File: src/rtl/cam_stream_tx.sv
// Camera-style parallel video transmitter: 2-clk byte slots, vsync/href framing,
// pixels taken from an external pixel bus or an internal line/column test pattern.
//
// state  | meaning
// IDLE   | stopped, all outputs low, waiting for enable
// VSYNC  | sync lines, cam_vsync high
// VBP    | vertical back porch lines
// ACTIVE | picture lines: href slots then H_BLANK blank slots
// VFP    | vertical front porch; frame_done on its last clk
module cam_stream_tx #(
  parameter int H_ACTIVE    = 640,
  parameter int V_ACTIVE    = 480,
  parameter int H_BLANK     = 144,
  parameter int VSYNC_LINES = 3,
  parameter int VBP_LINES   = 17,
  parameter int VFP_LINES   = 10,
  parameter int ADDR_W      = 19
) (
  input  logic              clk,
  input  logic              reset,
  input  logic              enable,
  input  logic              pattern_sel,
  output logic [ADDR_W-1:0] pix_addr,
  output logic              pix_rd,
  input  logic [15:0]       pix_data,
  output logic              cam_pclk,
  output logic              cam_vsync,
  output logic              cam_href,
  output logic [7:0]        cam_data,
  output logic              frame_done,
  output logic              busy
);

  localparam int LINE_SLOTS = 2*H_ACTIVE + H_BLANK;
  localparam int HREF_SLOTS = 2*H_ACTIVE;
  localparam int SLOT_W     = $clog2(LINE_SLOTS);
  localparam int LINE_W     = 16;

  localparam logic [SLOT_W-1:0] SLOT_LAST = SLOT_W'(LINE_SLOTS - 1);
  localparam logic [SLOT_W-1:0] HREF_END  = SLOT_W'(HREF_SLOTS);
  localparam logic [LINE_W-1:0] VS_LAST   = LINE_W'(VSYNC_LINES - 1);
  localparam logic [LINE_W-1:0] VBP_LAST  = LINE_W'(VBP_LINES - 1);
  localparam logic [LINE_W-1:0] ACT_LAST  = LINE_W'(V_ACTIVE - 1);
  localparam logic [LINE_W-1:0] VFP_LAST  = LINE_W'(VFP_LINES - 1);
  localparam logic [ADDR_W-1:0] ADDR_LAST = ADDR_W'(H_ACTIVE*V_ACTIVE - 1);

  typedef enum logic [2:0] {IDLE, VSYNC, VBP, ACTIVE, VFP} state_t;

  state_t              state, nxt_state;
  logic                ph;
  logic [SLOT_W-1:0]   slot, nxt_slot;
  logic [LINE_W-1:0]   vline, nxt_vline, lim;
  logic [ADDR_W-1:0]   addr;
  logic                pat_q;
  logic [15:0]         pix_q;
  logic                slot_end, line_last, frame_end, start, href, cap;
  logic [7:0]          px;
  logic [15:0]         src_pix, pixel;

  always_comb begin
    lim = '0;
    case (state)
      VSYNC:   lim = VS_LAST;
      VBP:     lim = VBP_LAST;
      ACTIVE:  lim = ACT_LAST;
      VFP:     lim = VFP_LAST;
      default: lim = '0;
    endcase
  end

  assign slot_end  = ph && (slot == SLOT_LAST);
  assign line_last = (vline == lim);
  assign frame_end = slot_end && line_last && (state == VFP);
  assign start     = ((state == IDLE) || frame_end) && enable;

  always_comb begin
    nxt_state = state;
    nxt_slot  = slot;
    nxt_vline = vline;
    if (state == IDLE) begin
      if (enable) nxt_state = VSYNC;
    end else if (ph) begin
      if (slot_end) begin
        nxt_slot = '0;
        if (line_last) begin
          nxt_vline = '0;
          case (state)
            VSYNC:   nxt_state = VBP;
            VBP:     nxt_state = ACTIVE;
            ACTIVE:  nxt_state = VFP;
            VFP:     nxt_state = enable ? VSYNC : IDLE;
            default: nxt_state = IDLE;
          endcase
        end else begin
          nxt_vline = vline + 1'b1;
        end
      end else begin
        nxt_slot = slot + 1'b1;
      end
    end
  end

  // Read is issued in the ph=1 cycle whose successor slot is an even href slot.
  assign pix_rd = ph && !pat_q && (nxt_state == ACTIVE) &&
                  (nxt_slot < HREF_END) && !nxt_slot[0];

  assign href = (state == ACTIVE) && (slot < HREF_END);
  assign cap  = href && !slot[0] && !ph && !pat_q;
  assign px   = 8'(slot >> 1);

  // Pixel bus data is only valid in the first cycle of the high-byte slot,
  // so that cycle uses it directly and the rest of the pixel uses the capture.
  assign src_pix = (!ph && !slot[0]) ? pix_data : pix_q;
  assign pixel   = pat_q ? {vline[7:0], px} : src_pix;

  assign cam_data   = href ? (slot[0] ? pixel[7:0] : pixel[15:8]) : 8'h00;
  assign cam_href   = href;
  assign cam_vsync  = (state == VSYNC);
  assign cam_pclk   = ph;
  assign frame_done = frame_end;
  assign busy       = (state != IDLE);
  assign pix_addr   = addr;

  always_ff @(posedge clk) begin
    if (reset) begin
      state <= IDLE;
      ph    <= 1'b0;
      slot  <= '0;
      vline <= '0;
      addr  <= '0;
      pat_q <= 1'b0;
      pix_q <= '0;
    end else begin
      state <= nxt_state;
      ph    <= (state != IDLE) && !ph;
      slot  <= nxt_slot;
      vline <= nxt_vline;
      if (start) begin
        addr  <= '0;
        pat_q <= pattern_sel;
      end else if (pix_rd) begin
        addr <= (addr == ADDR_LAST) ? '0 : addr + 1'b1;
      end
      if (cap) pix_q <= pix_data;
    end
  end

endmodule

File: config.mk
export PLATFORM = sky130hd
export DESIGN_NAME = cam_stream_tx
export DESIGN_NICKNAME = d
export VERILOG_FILES = /design/src/rtl/cam_stream_tx.sv
export SDC_FILE = /design/constraint.sdc
export NUM_CORES = 1
export LEC_CHECK = 0
export BUFFER_PORTS_ARGS = -buffer_cell sky130_fd_sc_hd__clkbuf_2
export CAP_MARGIN = 20
export CORE_ASPECT_RATIO = 0.5
export CORE_UTILIZATION = 57
export CTS_CLUSTER_DIAMETER = 120
export CTS_CLUSTER_SIZE = 25
export DETAILED_ROUTE_END_ITERATION = 6
export GPL_TIMING_DRIVEN = 0
export PLACE_DENSITY = 0.88
export SLEW_MARGIN = 20
export SYNTH_ARGS = -nofsm -noshare
export SYNTH_HDL_FRONTEND = slang
export SYNTH_SLANG_ARGS = --single-unit
File: constraint.sdc
create_clock -name clk -period 3.8 [get_ports clk]
set_input_delay 0.57 -clock clk [delete_from_list [all_inputs] [get_ports clk]]
set_output_delay 0.57 -clock clk [all_outputs]
set_load 0.01 [all_outputs]
# [After elaboration in Yosys (flattened, before gate mapping)]
# Index checks and enable logic that the tools add are counted.
# W data, S select, Z words.
[totals] register_bits=67 output_inout_bits=33
[op_classes] addsub=3 order_cmp=2 n_eq_ne=8 mux=17 bitwise_logic=1 reduce_logical=23
[ops] op="$mux W16" n=3
[ops] op="$pmux W9 S4" n=1
[ops] op="$mux W11" n=3
[ops] op="$lt A11 B11 Y1 const B" n=2
[ops] op="$add A19 B1 Y19 const B" n=1
[ops] op="$eq A19 B19 Y1 const B" n=1
[ops] op="$mux W19" n=1
[ops] op="$add A16 B1 Y16 const B" n=1
[ops] op="$eq A16 B16 Y1" n=1
[ops] op="$mux W8" n=2
[ops] op="$mux W3" n=5
[ops] op="$logic_and A1 B1 Y1" n=14
[ops] op="$pmux W3 S4" n=1
[ops] op="$add A11 B1 Y11 const B" n=1
[ops] op="$eq A11 B11 Y1 const B" n=1
[ops] op="$eq A3 B2 Y1 const B" n=3
[ops] op="$logic_not A1 Y1" n=4
[ops] op="$eq A3 B1 Y1 const B" n=1
[ops] op="$eq A3 B3 Y1 const B" n=1
[ops] op="$logic_not A3 Y1" n=1
[ops] op="$reduce_and A3 Y1" n=1
[ops] op="$reduce_bool A3 Y1" n=1
[ops] op="$reduce_or A2 Y1" n=1
[ops] op="$logic_or A1 B1 Y1" n=1
[ops] op="other kinds (2)" n=2

# [Longest topological paths before layout]
[depth] depth_word=11 ltp_mapped=11 mapped_depth_nobuf=8

# [Least setup slack after synthesis]
# OpenSTA, ideal clock, no wires.
[synth_path] path_type="reg2out" from="reg slot[1]" to="out pix_rd" arrival_time_ns=2.286 required_time_ns=3.230 slack_ns=0.944 path_stages_with_launch=10 path_cell_list="dfxtp_1 ha_1 nand2_2 or4_1 nor4b_1 o31ai_4 o21ai_2 buf_6 buf_2 inv_1"
[synth_between] elab_chain_len=9
[synth_rtl] item="start: declaration" line="51" rtl="logic [SLOT_W-1:0] slot, nxt_slot;"
[synth_rtl] item="start signal: assignment" line="136" rtl="slot <= nxt_slot;"
[synth_rtl] item="parallel branches: the longest is 8 deep, another holds $add A11 B1 Y11"
[synth_rtl] item="$logic_and A1 B1 Y1 (*)" line="105" rtl="(nxt_slot < HREF_END) && !nxt_slot[0];"
[synth_rtl] item="end: declaration" line="24" rtl="output logic pix_rd,"
# Mark *: on every way between the ends.

# [Final worst setup path]
# Same ends and word-level chain as after synthesis.

==> results by group <==
Die
  – Die area: 6670 um^2
  – IO Pins: 53
  – Core area: 6080 um^2
  – Die Ht: 58.2 um
  – Die Span X: 114 um
  – Initial Util: 0.593
  – Num rows: 20

STA
  – RSZ-0062 raised after global routing: false
  – Skew final: 0.00475 ns
  – Max Clk Rate: 279 MHz
  – Final Slew Violations: 0
  – Slew headroom: 0.352
  – Setup TNS: 0 ns
  – Final worst path period share: 0.943
  – Hold Worst Slack: 0.453 ns
  – Final Hold Viols: 0
  – Tmin final: 3.58 ns
  – Final setup viols: 0
  – Worst-Margin Slew: 0.964 ns

Routing
  – Vias per cell: 5.86
  – Vias post-DR: 3,535
  – Avg WL per Cell: 14.5 um
  – DRC: 0
  – Starting DRT DRC Count: 339
  – Initial DRT Pass Iterations: 5
  – DRT antenna net count: 0
  – Final WL: 8.77 mm

Worst setup path
  – Critical R2R Launch: slot[1]$_SDFFE_PP0P_
  – Critical Path AT: 3.01 ns
  – Worst setup SP type: flip-flop
  – Crit. End Element: output port
  – Critical Path Start: slot[1]$_SDFFE_PP0P_
  – Crit Path Class: reg2out
  – FF-to-FF setup slack: 0.58 ns
  – Worst path required time: 3.23 ns
  – R2R Path End: pix_addr[12]$_SDFFE_PP0P_
  – FF-to-FF path depth: 9
  – Max Fanout on Critical Path: 10
  – Crit path to: pix_rd

Clock tree
  – CTS Hold Bufs: 0
  – H-tree depth: 3
  – CTS clk-pin slew, worst paths: 0.05 ns
  – Number of CTS-inserted buffers: 9
  – CTS root buf: clkbuf_16
  – CTS tree: built
  – CTS Sinks: 67
  – Worst-Skew Late Latency: 0.34 ns
  – Clk buf depth: 2

Logic synthesis
  – Post-synth design cell area: 3600 um^2
  – Synthesis-stage register bit count: 67
  – FFs w/ async S/R, synth: 0
  – Synthesized area per cell: 8.14 um^2
  – Register area share after synthesis: 0.372
  – Top cells by count, synth: 67 x dfxtp_1, 62 x nand2_1, 53 x nor2_1
  – Post-synth EDFFs: 0
  – Cells after Synth: 443
  – Top FF cell, synth: dfxtp_1
  – Ys Warns: 0
  – Yosys top cell area share: 0.372
  – Post-synth cell types: 56
  – Syn Nets: 466
  – Most frequent cell after synthesis: dfxtp_1
  – Synth area leaders: dfxtp_1 37%, nand2_1 6.5%, nor2_1 5.5%, a21oi_1 5.0%, mux2i_1 5.0%
  – Yosys top cell by area: dfxtp_1

GRT
  – Number of global-route vias before repair: 3,104
  – Largest net degree at the start of global routing: 11
  – Initial antenna violation count: 0
  – All-layer global routing usage: 0.284
  – Remaining global-route overflow: 0
  – First-pass GRT wire length: 14.5 mm

Pwr
  – PD cells: 382 nW/um^2
  – Pleak: 1.63 nW
  – Max IR drop VDD: 0.273 mV

Worst hold path
  – Hold Crit Class: in2reg

Placed design
  – IO buf count: 51
  – Routability cong.: 0.833
  – HPWL Detailed: 6.24 mm

Layout
  – Layout cells sized above 1: 0.177
  – Area grow syn2layout: 20.1%
  – Total Nets Final: 533
  – Diodes inserted: 0

Run status
  – Status: finished, final reports clean

Flow run
  – Max-Cap Viols: 0
## cell type report
| class | instances | area [um^2] |
|---|---|---|
| Inverter | 7 | 26.3 |
| Clock inverter | 1 | 30.0 |
| Multi-Input combinational cell | 343 | 2140 |
| Buffer | 26 | 114 |
| Timing Repair Buffer | 56 | 293 |
| Clock buffer | 15 | 278 |
| Fill cell | 482 | 1750 |
| Tap cell | 88 | 110 |
| Sequential cell | 67 | 1340 |
## per-stage QoR
| step | setup WS [ns] | power (mW) | area, um^2 | utilization | instances |
|---|---|---|---|---|---|
| after floorplan | 0.944 | 0.778 | 3600 | - | 443 |
| after global placement | 0.511 | 0.804 | 3970 | 0.653 | 582 |
| after detailed placement | 0.493 | 0.806 | 3970 | 0.653 | 582 |
| after CTS | 0.120 | 1.66 | 4280 | 0.703 | 598 |
| after global routing | 0.0457 | 1.70 | 4330 | 0.712 | 603 |
| final | 0.217 | 1.65 | 4330 | 0.712 | 603 |
## where the power goes
part,switching (mW),leakage (nW),total [mW],internal [mW]
combinational,0.0558,0.941,0.0880,0.0322
clock,0.293,0.150,0.855,0.562
sequential,0.00330,0.540,0.709,0.706
total,0.352,1.63,1.65,1.30
## cells in the final DEF (no fill, tap or decap), types with 3 or more instances in the layout
cell / instances
a211oi_1: 16
a21oi_1: 36
and3_1: 7
and4_1: 4
buf_1: 3
buf_2: 7
buf_4: 5
clkbuf_1: 18
clkbuf_16: 9
clkbuf_2: 51
clkbuf_8: 3
dfxtp_1: 67
ha_1: 3
inv_1: 7
mux2i_1: 18
nand2_1: 62
nand2b_1: 3
nand3_1: 16
nand4_1: 6
nor2_1: 53
nor2b_1: 3
nor3_1: 7
nor4_1: 6
o2111ai_1: 3
o21ai_0: 9
o31ai_1: 5
or3_1: 12
or4_1: 6
xnor2_1: 9
xor2_1: 19
## sequential cells by signal (all words and copies together), names as in the netlist
| signal | flops |
|---|---|
| slot | 11 |
| pix_q | 16 |
| cam_pclk | 1 |
| vline | 16 |
| pix_addr | 19 |
| state | 3 |
| pat_q | 1 |
## worst max-delay path: stages (launching register included)
cell and delay, ns:
dfxtp_1 0.38, ha_1 0.22, nand2_2 0.13, or4_1 0.62, o21a_1 0.25, o31ai_4 0.37, o21ai_2 0.15, buf_6 0.17
buf_2 0.18, inv_1 0.07, clkbuf_2 0.12
## repair_timing
item	CTS	global route
hold endpoints to repair	0	0
setup buffers	0	5
gates resized for setup	0	2
setup endpoints to repair	0	1
## worst min-delay path by stage
stage / from / end / depth (start not counted)
3_3_place_gp: pix_q[10]$_SDFFE_PP0P_ / pix_q[10]$_SDFFE_PP0P_ / 2
6_report: pix_data[7] / pix_q[7]$_SDFFE_PP0P_ / 3
4_1_cts: pix_data[7] / pix_q[7]$_SDFFE_PP0P_ / 3
5_1_grt: pix_q[12]$_SDFFE_PP0P_ / pix_q[12]$_SDFFE_PP0P_ / 2
3_5_place_dp: pix_q[12]$_SDFFE_PP0P_ / pix_q[12]$_SDFFE_PP0P_ / 2
2_1_floorplan: pix_q[10]$_SDFFE_PP0P_ / pix_q[10]$_SDFFE_PP0P_ / 2
## logic make-up after synthesis
| group | Yosys count | synth area share |
|---|---|---|
| XOR/XNOR | 28 | 0.0680 |
| adder cells (fa/ha/maj) | 3 | 0.0104 |
| flip-flops | 67 | 0.372 |
| multiplexers | 18 | 0.0500 |
| buffers and inverters | 33 | 0.0389 |
| AND/OR/NAND/NOR | 205 | 0.293 |
| AO/OA/AOI/OAI | 89 | 0.168 |
## routing by layer
| layer | vias up | global-route usage | routed length (um) |
|---|---|---|---|
| met4 | 0 | 0.0872 | 76 |
| met2 | 120 | 0.458 | 4070 |
| met1 | 1693 | 0.366 | 4070 |
| met3 | 9 | 0.0931 | 552 |
| li1 | 1713 | - | - |
| met5 | - | 0 | 0 |
Note: power is estimated with default switching activity, not from simulation.
